===== src/rtl/noc_local_inject_buffer.sv =====
// Local-port injection buffer: absorbs a registered-valid endpoint into a FWFT flit FIFO
// and re-drives it to the router. Define NOC_INJ_FRAME_CHECK_EN to build header/tail framing checks.
module noc_local_inject_buffer #(
  parameter int unsigned DEPTH          = 4,
  parameter int unsigned Noc_Data_Width = 32
) (
  input  logic                        noc_clk,
  input  logic                        noc_rst,
  input  logic                        in_valid,
  output logic                        in_ready,
  input  logic [Noc_Data_Width-1:0]   in_flit,
  input  logic                        in_is_header,
  input  logic                        in_is_tail,
  output logic                        out_valid,
  input  logic                        out_ready,
  output logic [Noc_Data_Width-1:0]   out_flit,
  output logic                        out_is_header,
  output logic                        out_is_tail,
  output logic [$clog2(DEPTH):0]      occupancy,
  output logic [15:0]                 pkt_count,
  output logic [1:0]                  err
);

  localparam int unsigned PW = $clog2(DEPTH);
  localparam int unsigned OW = PW + 1;
  localparam int unsigned EW = Noc_Data_Width + 2;

  logic [EW-1:0] mem [DEPTH];
  logic [EW-1:0] head;
  logic [PW-1:0] rd_ptr;
  logic [PW-1:0] wr_ptr;
  logic [OW-1:0] occ_q;
  logic [OW-1:0] occ_next;
  logic          full;
  logic          rd_en;
  logic          wr_en;
  logic          frame_ok;
  logic          frame_err;
  logic          ovf;

  assign head          = mem[rd_ptr];
  assign out_valid     = (occ_q != '0);
  assign out_flit      = head[Noc_Data_Width-1:0];
  assign out_is_header = head[Noc_Data_Width];
  assign out_is_tail   = head[Noc_Data_Width+1];
  assign occupancy     = occ_q;

  assign full  = (occ_q == OW'(DEPTH));
  assign rd_en = out_valid && out_ready;
  // A full FIFO still takes a flit when the head leaves in the same cycle.
  assign wr_en = in_valid && frame_ok && (!full || rd_en);
  assign ovf   = in_valid && full && !rd_en;

`ifdef NOC_INJ_FRAME_CHECK_EN
  localparam logic [0:0] ST_IDLE   = 1'b0;
  localparam logic [0:0] ST_IN_PKT = 1'b1;

  logic [0:0] state;
  logic [0:0] state_next;

  // IDLE accepts only headers; inside a packet headers are rejected.
  assign frame_ok  = (state == ST_IDLE) ? in_is_header : !in_is_header;
  assign frame_err = in_valid && !frame_ok;

  always_ff @(posedge noc_clk or posedge noc_rst) begin
    if (noc_rst) state <= ST_IDLE;
    else         state <= state_next;
  end

  // Framing state advances only on flits that are actually stored.
  always_comb begin
    state_next = state;
    case (state)
      ST_IDLE:   if (wr_en && !in_is_tail) state_next = ST_IN_PKT;
      ST_IN_PKT: if (wr_en && in_is_tail)  state_next = ST_IDLE;
      default:   state_next = ST_IDLE;
    endcase
  end
`else
  assign frame_ok  = 1'b1;
  assign frame_err = 1'b0;
`endif

  always_comb begin
    occ_next = occ_q;
    case ({wr_en, rd_en})
      2'b10:   occ_next = occ_q + OW'(1);
      2'b01:   occ_next = occ_q - OW'(1);
      default: occ_next = occ_q;
    endcase
  end

  always_ff @(posedge noc_clk) begin
    if (wr_en) mem[wr_ptr] <= {in_is_tail, in_is_header, in_flit};
  end

  // in_ready leaves room for the flit already launched by the endpoint.
  always_ff @(posedge noc_clk or posedge noc_rst) begin
    if (noc_rst) begin
      rd_ptr    <= '0;
      wr_ptr    <= '0;
      occ_q     <= '0;
      in_ready  <= 1'b0;
      pkt_count <= 16'd0;
      err       <= 2'b00;
    end else begin
      if (wr_en) wr_ptr <= wr_ptr + PW'(1);
      if (rd_en) rd_ptr <= rd_ptr + PW'(1);
      occ_q    <= occ_next;
      in_ready <= (occ_next <= OW'(DEPTH - 2));
      if (rd_en && out_is_tail) pkt_count <= pkt_count + 16'd1;
      err      <= err | {ovf, frame_err};
    end
  end

endmodule


===== config.mk =====
export PLATFORM = sky130hd
export DESIGN_NAME = noc_local_inject_buffer
export DESIGN_NICKNAME = d
export VERILOG_FILES = /design/src/rtl/noc_local_inject_buffer.sv
export SDC_FILE = /design/constraint.sdc
export NUM_CORES = 1
export LEC_CHECK = 0
export CAP_MARGIN = 20
export CORE_MARGIN = 5
export CORE_UTILIZATION = 60
export CTS_BUF_LIST = sky130_fd_sc_hd__clkbuf_2
export DETAILED_ROUTE_END_ITERATION = 6
export PLACE_DENSITY_LB_ADDON = 0.2
export SLEW_MARGIN = 10
export SYNTH_ARGS = -nofsm -noshare
export SYNTH_HDL_FRONTEND = slang
export SYNTH_SLANG_ARGS = --single-unit

===== constraint.sdc =====
create_clock -name noc_clk -period 5.8 [get_ports noc_clk]
set_input_delay 0.87 -clock noc_clk [delete_from_list [all_inputs] [get_ports noc_clk]]
set_output_delay 0.87 -clock noc_clk [all_outputs]
set_load 0.02 [all_outputs]

# After elaboration in Yosys (flattened, before gate mapping)
# Memory sizes are Yosys's and may differ from the RTL's.
# Index checks and enable logic that the tools add are counted.
# totals
regBits,26
ramBits,136
elab_cells,29
mem_count,1
# classes
add_sub_neg,5
magnitude_cmp,1
eq_ne,3
mux,3
bitwise_logic,1
reduce_logical,9
# memory_table
memory,depth,width,rd,rd_clocked_by_memory_dff,wr,line,source
mem,4,34,1,0,1,28,logic [EW-1:0] mem [DEPTH];
# op_table
op,count
$add A16 B1 Y16 const B,1
$pmux W3 S2,1
$logic_and A1 B1 Y1,5
$add A2 B1 Y2 const B,2
$add A3 B1 Y3 const B,1
$eq A3 B3 Y1 const B,1
$le A3 B2 Y1 const B,1
$reduce_bool A3 Y1,1
$sub A3 B1 Y3 const B,1
$eq A2 B1 Y1 const B,1
$eq A2 B2 Y1 const B,1
$logic_not A1 Y1,2
$mux W1,2
$or A2 B2 Y2,1
$logic_or A1 B1 Y1,1

# Longest topological paths before layout
# logic_depth
depth_word,7
mapped_depth,10
depth_no_buf,9

# Worst setup path before layout
# No wires, ideal clock.
# synth_timing
path_kind,input -> register
startpoint,in out_ready
endpoint,"mem mem[0][0] (netlist name), enable pin"
setup_ns,0.394
t_arrival_ns,2.123
required_ns,5.406
setup_slack_ns,3.282
stages,4
path_buffers,1
path_cell_list,nor4b_1 > nor2b_1 > clkbuf_1 > and2_1
# synth_via
elab_chain_len,5
# synth_rtl
item,line,source
from (decl),15,"input logic out_ready,"
$logic_and A1 B1 Y1,49,assign rd_en = out_valid && out_ready;
$logic_or A1 B1 Y1,51,assign wr_en = in_valid && frame_ok && (!full || rd_en);
$logic_and A1 B1 Y1,51,
$mux W1,94,"if (wr_en) mem[wr_ptr] <= {in_is_tail, in_is_header, in_flit};"
$mux W1 (implied by the code),94,
to (decl),28,
# Every way passes these cells.

# Worst setup path in the final report
# layout_timing
startpoint,reg rd_ptr[0]
endpoint,out out_is_tail
# layout_via
elab_chain_len,1
# layout_rtl
item,line,source
from (decl),30,logic [PW-1:0] rd_ptr;
from (signal assigned),108,if (rd_en) rd_ptr <= rd_ptr + PW'(1);
$mem_v2 Z4 W34,--,
to (decl),18,"output logic out_is_tail,"
# Every way passes these cells.

==> run_summary.xml <==
<?xml version="1.0" encoding="UTF-8"?>
<metrics>
  <group name="logic_synthesis">
    <metric name="syn_avg_cell_area" unit="um^2">21.39</metric>
    <metric name="synth_sequential_area_ratio" unit="%">76.99</metric>
    <metric name="synthAdderAreaFrac" unit="%">1.555</metric>
    <metric name="synth_area_leaders" unit="">edfxtp_1, mux4_2, dfrtp_1</metric>
    <metric name="mapped_cell_area" unit="um^2">6117</metric>
    <metric name="synthCells" unit="">286</metric>
    <metric name="netlist.area_leader.share" unit="%">66.76</metric>
    <metric name="ys.flop_type" unit="">edfxtp_1</metric>
    <metric name="synth-compound-area-share" unit="%">0.4295</metric>
    <metric name="synth_area_leader_cell" unit="">edfxtp_1</metric>
    <metric name="synth-edff-count" unit="">136</metric>
    <metric name="synth_top_family_by_area" unit="">multiplexers</metric>
    <metric name="synth-warning-count" unit="">0</metric>
    <metric name="yosysUniqueCellTypes" unit="">32</metric>
    <metric name="synth_mux_area_share" unit="%">12.70</metric>
    <metric name="synth_nets" unit="">331</metric>
    <metric name="yosys.area_share.xor_xnor" unit="%">3.007</metric>
    <metric name="synth_seq_cells" unit="">161</metric>
    <metric name="synth_area_in_simple_gates" unit="%">3.764</metric>
    <metric name="synthArstFlopShare" unit="%">15.53</metric>
  </group>
  <group name="die">
    <metric name="floorplan.initialDensity" unit="%">62.01</metric>
    <metric name="core_area" unit="um^2">9864</metric>
    <metric name="die_width" unit="um">111.0</metric>
    <metric name="placementRows" unit="">36</metric>
    <metric name="boundaryPins" unit="">95</metric>
    <metric name="fp.dieArea" unit="um^2">12310</metric>
    <metric name="die_height" unit="um">111.0</metric>
  </group>
  <group name="clock_network">
    <metric name="clock_insertion_delay_worst_skew" unit="ns">0.72</metric>
    <metric name="clk_pin_slew_worst_paths" unit="ns">0.21</metric>
    <metric name="cts-buffers-inserted" unit="">17</metric>
    <metric name="max-clock-path-buffers" unit="">2</metric>
    <metric name="post-cts-setup-buffer-count" unit="">0</metric>
    <metric name="cts_num_sinks" unit="">161</metric>
    <metric name="cts_max_level" unit="">4</metric>
    <metric name="clk_tree_root_cell" unit="">clkbuf_2</metric>
    <metric name="cts-resized-gates" unit="">0</metric>
    <metric name="cts_hold_buf" unit="">0</metric>
    <metric name="tritoncts_clock_tree" unit="">yes</metric>
  </group>
  <group name="cells_and_area">
    <metric name="finish.net_count" unit="">433</metric>
    <metric name="n_diodes" unit="">0</metric>
    <metric name="final-seq-area" unit="um^2">4712</metric>
    <metric name="layout.filler_cells" unit="">567</metric>
    <metric name="drive_above_1_share" unit="%">18.45</metric>
    <metric name="layout_stage_area_growth_over_the_synthesis_result" unit="%">20.97</metric>
    <metric name="leading_cell_type_in_the_layout_fill_and_taps_excluded" unit="">edfxtp_1</metric>
    <metric name="footprint_of_the_multi_input_gates" unit="um^2">1321</metric>
    <metric name="final_cell_mix" unit="">edfxtp_1, clkdlybuf4s50_1, mux4_2</metric>
  </group>
  <group name="pwr">
    <metric name="ir_drop" unit="mV">0.2625</metric>
    <metric name="power.clock.fraction" unit="%">16.1</metric>
    <metric name="p_sw" unit="mW">1.174</metric>
    <metric name="sequentialPowerShare" unit="%">47.3</metric>
    <metric name="power.density_cell_area" unit="nW/um^2">478.6</metric>
    <metric name="switching_fraction_of_total_power" unit="%">33.14</metric>
    <metric name="share_comb_of_total_power" unit="%">36.6</metric>
    <metric name="p_leak" unit="nW">2.515</metric>
    <metric name="cell_internal_pwr" unit="mW">2.368</metric>
  </group>
  <group name="detailed_routing">
    <metric name="drtPass1Iterations" unit="">5</metric>
    <metric name="routed_wl" unit="um">10280</metric>
    <metric name="drt_drc_violations_left" unit="">0</metric>
    <metric name="routedWlPerCell" unit="um">19.25</metric>
    <metric name="detailroute.via_count" unit="">2958</metric>
    <metric name="ant_nets" unit="">0</metric>
    <metric name="avgViaCountPerCell" unit="">5.539</metric>
    <metric name="first_iter_violations" unit="">153</metric>
  </group>
  <group name="timing">
    <metric name="fin_tns_setup" unit="ns">0</metric>
    <metric name="clock.fmax" unit="MHz">252.6</metric>
    <metric name="final_cycle_share" unit="%">68.25</metric>
    <metric name="fin_ws" unit="ns">1.841</metric>
    <metric name="setup_repair_after_global_routing_missed_its_margin" unit="">false</metric>
    <metric name="final.setup_skew" unit="ns">0.03351</metric>
    <metric name="slew_viol_final" unit="">0</metric>
    <metric name="finalSetupViolCount" unit="">0</metric>
    <metric name="period_needed" unit="ns">3.959</metric>
    <metric name="hold_violations" unit="">0</metric>
    <metric name="max_slew_headroom" unit="%">38.24</metric>
    <metric name="hold_ws" unit="ns">0.4662</metric>
    <metric name="tightestPinTransition" unit="ns">0.9265</metric>
  </group>
  <group name="global_route">
    <metric name="grt_start_max_net_pins" unit="">36</metric>
    <metric name="vias_in_the_first_global_route" unit="">3197</metric>
    <metric name="wire_length_of_the_first_global_routing_pass" unit="um">16900</metric>
    <metric name="grt_antenna_before_repair" unit="">0</metric>
    <metric name="grtUsageTotal" unit="%">18.26</metric>
    <metric name="grt-ovfl-total" unit="">0</metric>
  </group>
  <group name="worst_setup_path">
    <metric name="criticalPathCategory" unit="">reg2out</metric>
    <metric name="critPathRequiredTime" unit="ns">4.93</metric>
    <metric name="slowest_stage" unit="">dfrtp_2</metric>
    <metric name="cp_max_fo" unit="">22</metric>
    <metric name="cells_along_the_critical_path" unit="">buf_4 -&gt; mux4_2 -&gt; clkdlybuf4s50_1</metric>
    <metric name="worst_setup_path_start_kind" unit="">flip-flop</metric>
    <metric name="timing.critical_path.slowest_cell_delay" unit="ns">0.72</metric>
    <metric name="worst_ep_arrival_time" unit="ns">3.09</metric>
    <metric name="r2r_slack" unit="ns">3.39</metric>
    <metric name="endpoint_kind" unit="">primary output</metric>
  </group>
  <group name="run_status">
    <metric name="outcome" unit="">completed</metric>
  </group>
  <group name="placement">
    <metric name="dp.final_hpwl" unit="um">6475</metric>
    <metric name="dpl_worst_slack" unit="ns">2.507</metric>
    <metric name="gp_congestion" unit="">0.7778</metric>
    <metric name="port_buffers" unit="">93</metric>
  </group>
  <group name="flow_run">
    <metric name="drv.max_cap_violation_count" unit="">0</metric>
  </group>
  <group name="worst_hold_path">
    <metric name="timing.hold.worst.class" unit="">in2async</metric>
  </group>
</metrics>
==> flip-flops by register name (all words and copies together), names as in the netlist <==
register   count
err            1
in_ready       1
mem          136
occupancy      3
pkt_count     16
rd_ptr         2
wr_ptr         2
==> critical path: cells and delay by family, from the launching register on <==
kind	cells	cell delay [ns]
buffers and inverters	2	1.05
flip-flops	1	0.72
multiplexers	1	0.62
==> final timing paths <==
| path | to | from | cells after the start |
|---|---|---|---|
| setup / recovery | out_is_tail | rd_ptr[0]$_DFFE_PP0P_ | 3 |
| hold / removal | pkt_count[7]$_DFFE_PP0P_ | noc_rst | 2 |
| setup reg to reg | in_ready$_DFF_PP0_ | occupancy[2]$_DFF_PP0_ | 9 |
| hold reg to reg | pkt_count[15]$_DFFE_PP0P_ | pkt_count[15]$_DFFE_PP0P_ | 1 |
| max in group asynchronous | rd_ptr[1]$_DFFE_PP0P_ | noc_rst | 3 |
| min in group noc_clk | pkt_count[15]$_DFFE_PP0P_ | pkt_count[15]$_DFFE_PP0P_ | 1 |
==> metal layers <==
layer	wire length [um]	vias up	track usage [%]
met1	4365	1514	23.84
li1	-	1350	-
met4	157	0	7.389
met5	0	-	0
met3	618	12	6.441
met2	5139	82	28.36
==> power groups by stage <==
stage                     registers, mW  logic, mW  clock network, mW
after floorplan                    1.64      0.816                  0
after global placement             1.70       1.30                  0
after detailed placement           1.71       1.31                  0
after CTS                          1.68       1.32              0.588
after global routing               1.71       1.38              0.641
final                              1.68       1.30              0.571
==> final cells by class <==
type                            count  area share [%]
Timing Repair Buffer               95           12.88
Clock buffer                       18           1.217
Clock inverter                     14           1.911
Sequential cell                   161           63.68
Inverter                            4          0.2029
Multi-Input combinational cell    109           17.86
Tap cell                          133           2.249
==> metrics by stage <==
step	instance area [um^2]	util (%)	power, mW	std cells
after floorplan	6117	-	2.459	286
after global placement	7153	72.51	3.001	501
final	7400	75.01	3.542	534
after global routing	7400	75.01	3.738	534
after CTS	7385	74.86	3.594	533
after detailed placement	7153	72.51	3.025	501
==> synthesized netlist by cell type (2+ instances only) <==
| master | n |
|---|---|
| edfxtp_1 | 136 |
| mux4_2 | 34 |
| dfrtp_1 | 25 |
| xnor2_1 | 17 |
| nand2_1 | 13 |
| nand4_1 | 8 |
| ha_1 | 6 |
| and2_1 | 5 |
| and3_1 | 4 |
| buf_2 | 4 |
| inv_1 | 4 |
| xor2_1 | 4 |
| buf_6 | 3 |
| and4_1 | 2 |
| buf_1 | 2 |
| clkbuf_1 | 2 |
| nor2_1 | 2 |
==> logic make-up (layout without fill, tap and decap cells) <==
kind of cell / Yosys count / in the layout
AND/OR/NAND/NOR: 41 / 41
other: 1 / 1
adder cells (fa/ha/maj): 7 / 7
flip-flops: 161 / 161
buffers and inverters: 16 / 131
AO/OA/AOI/OAI: 4 / 4
XOR/XNOR: 21 / 21
multiplexers: 35 / 35
(Power assumes the default switching activity.)
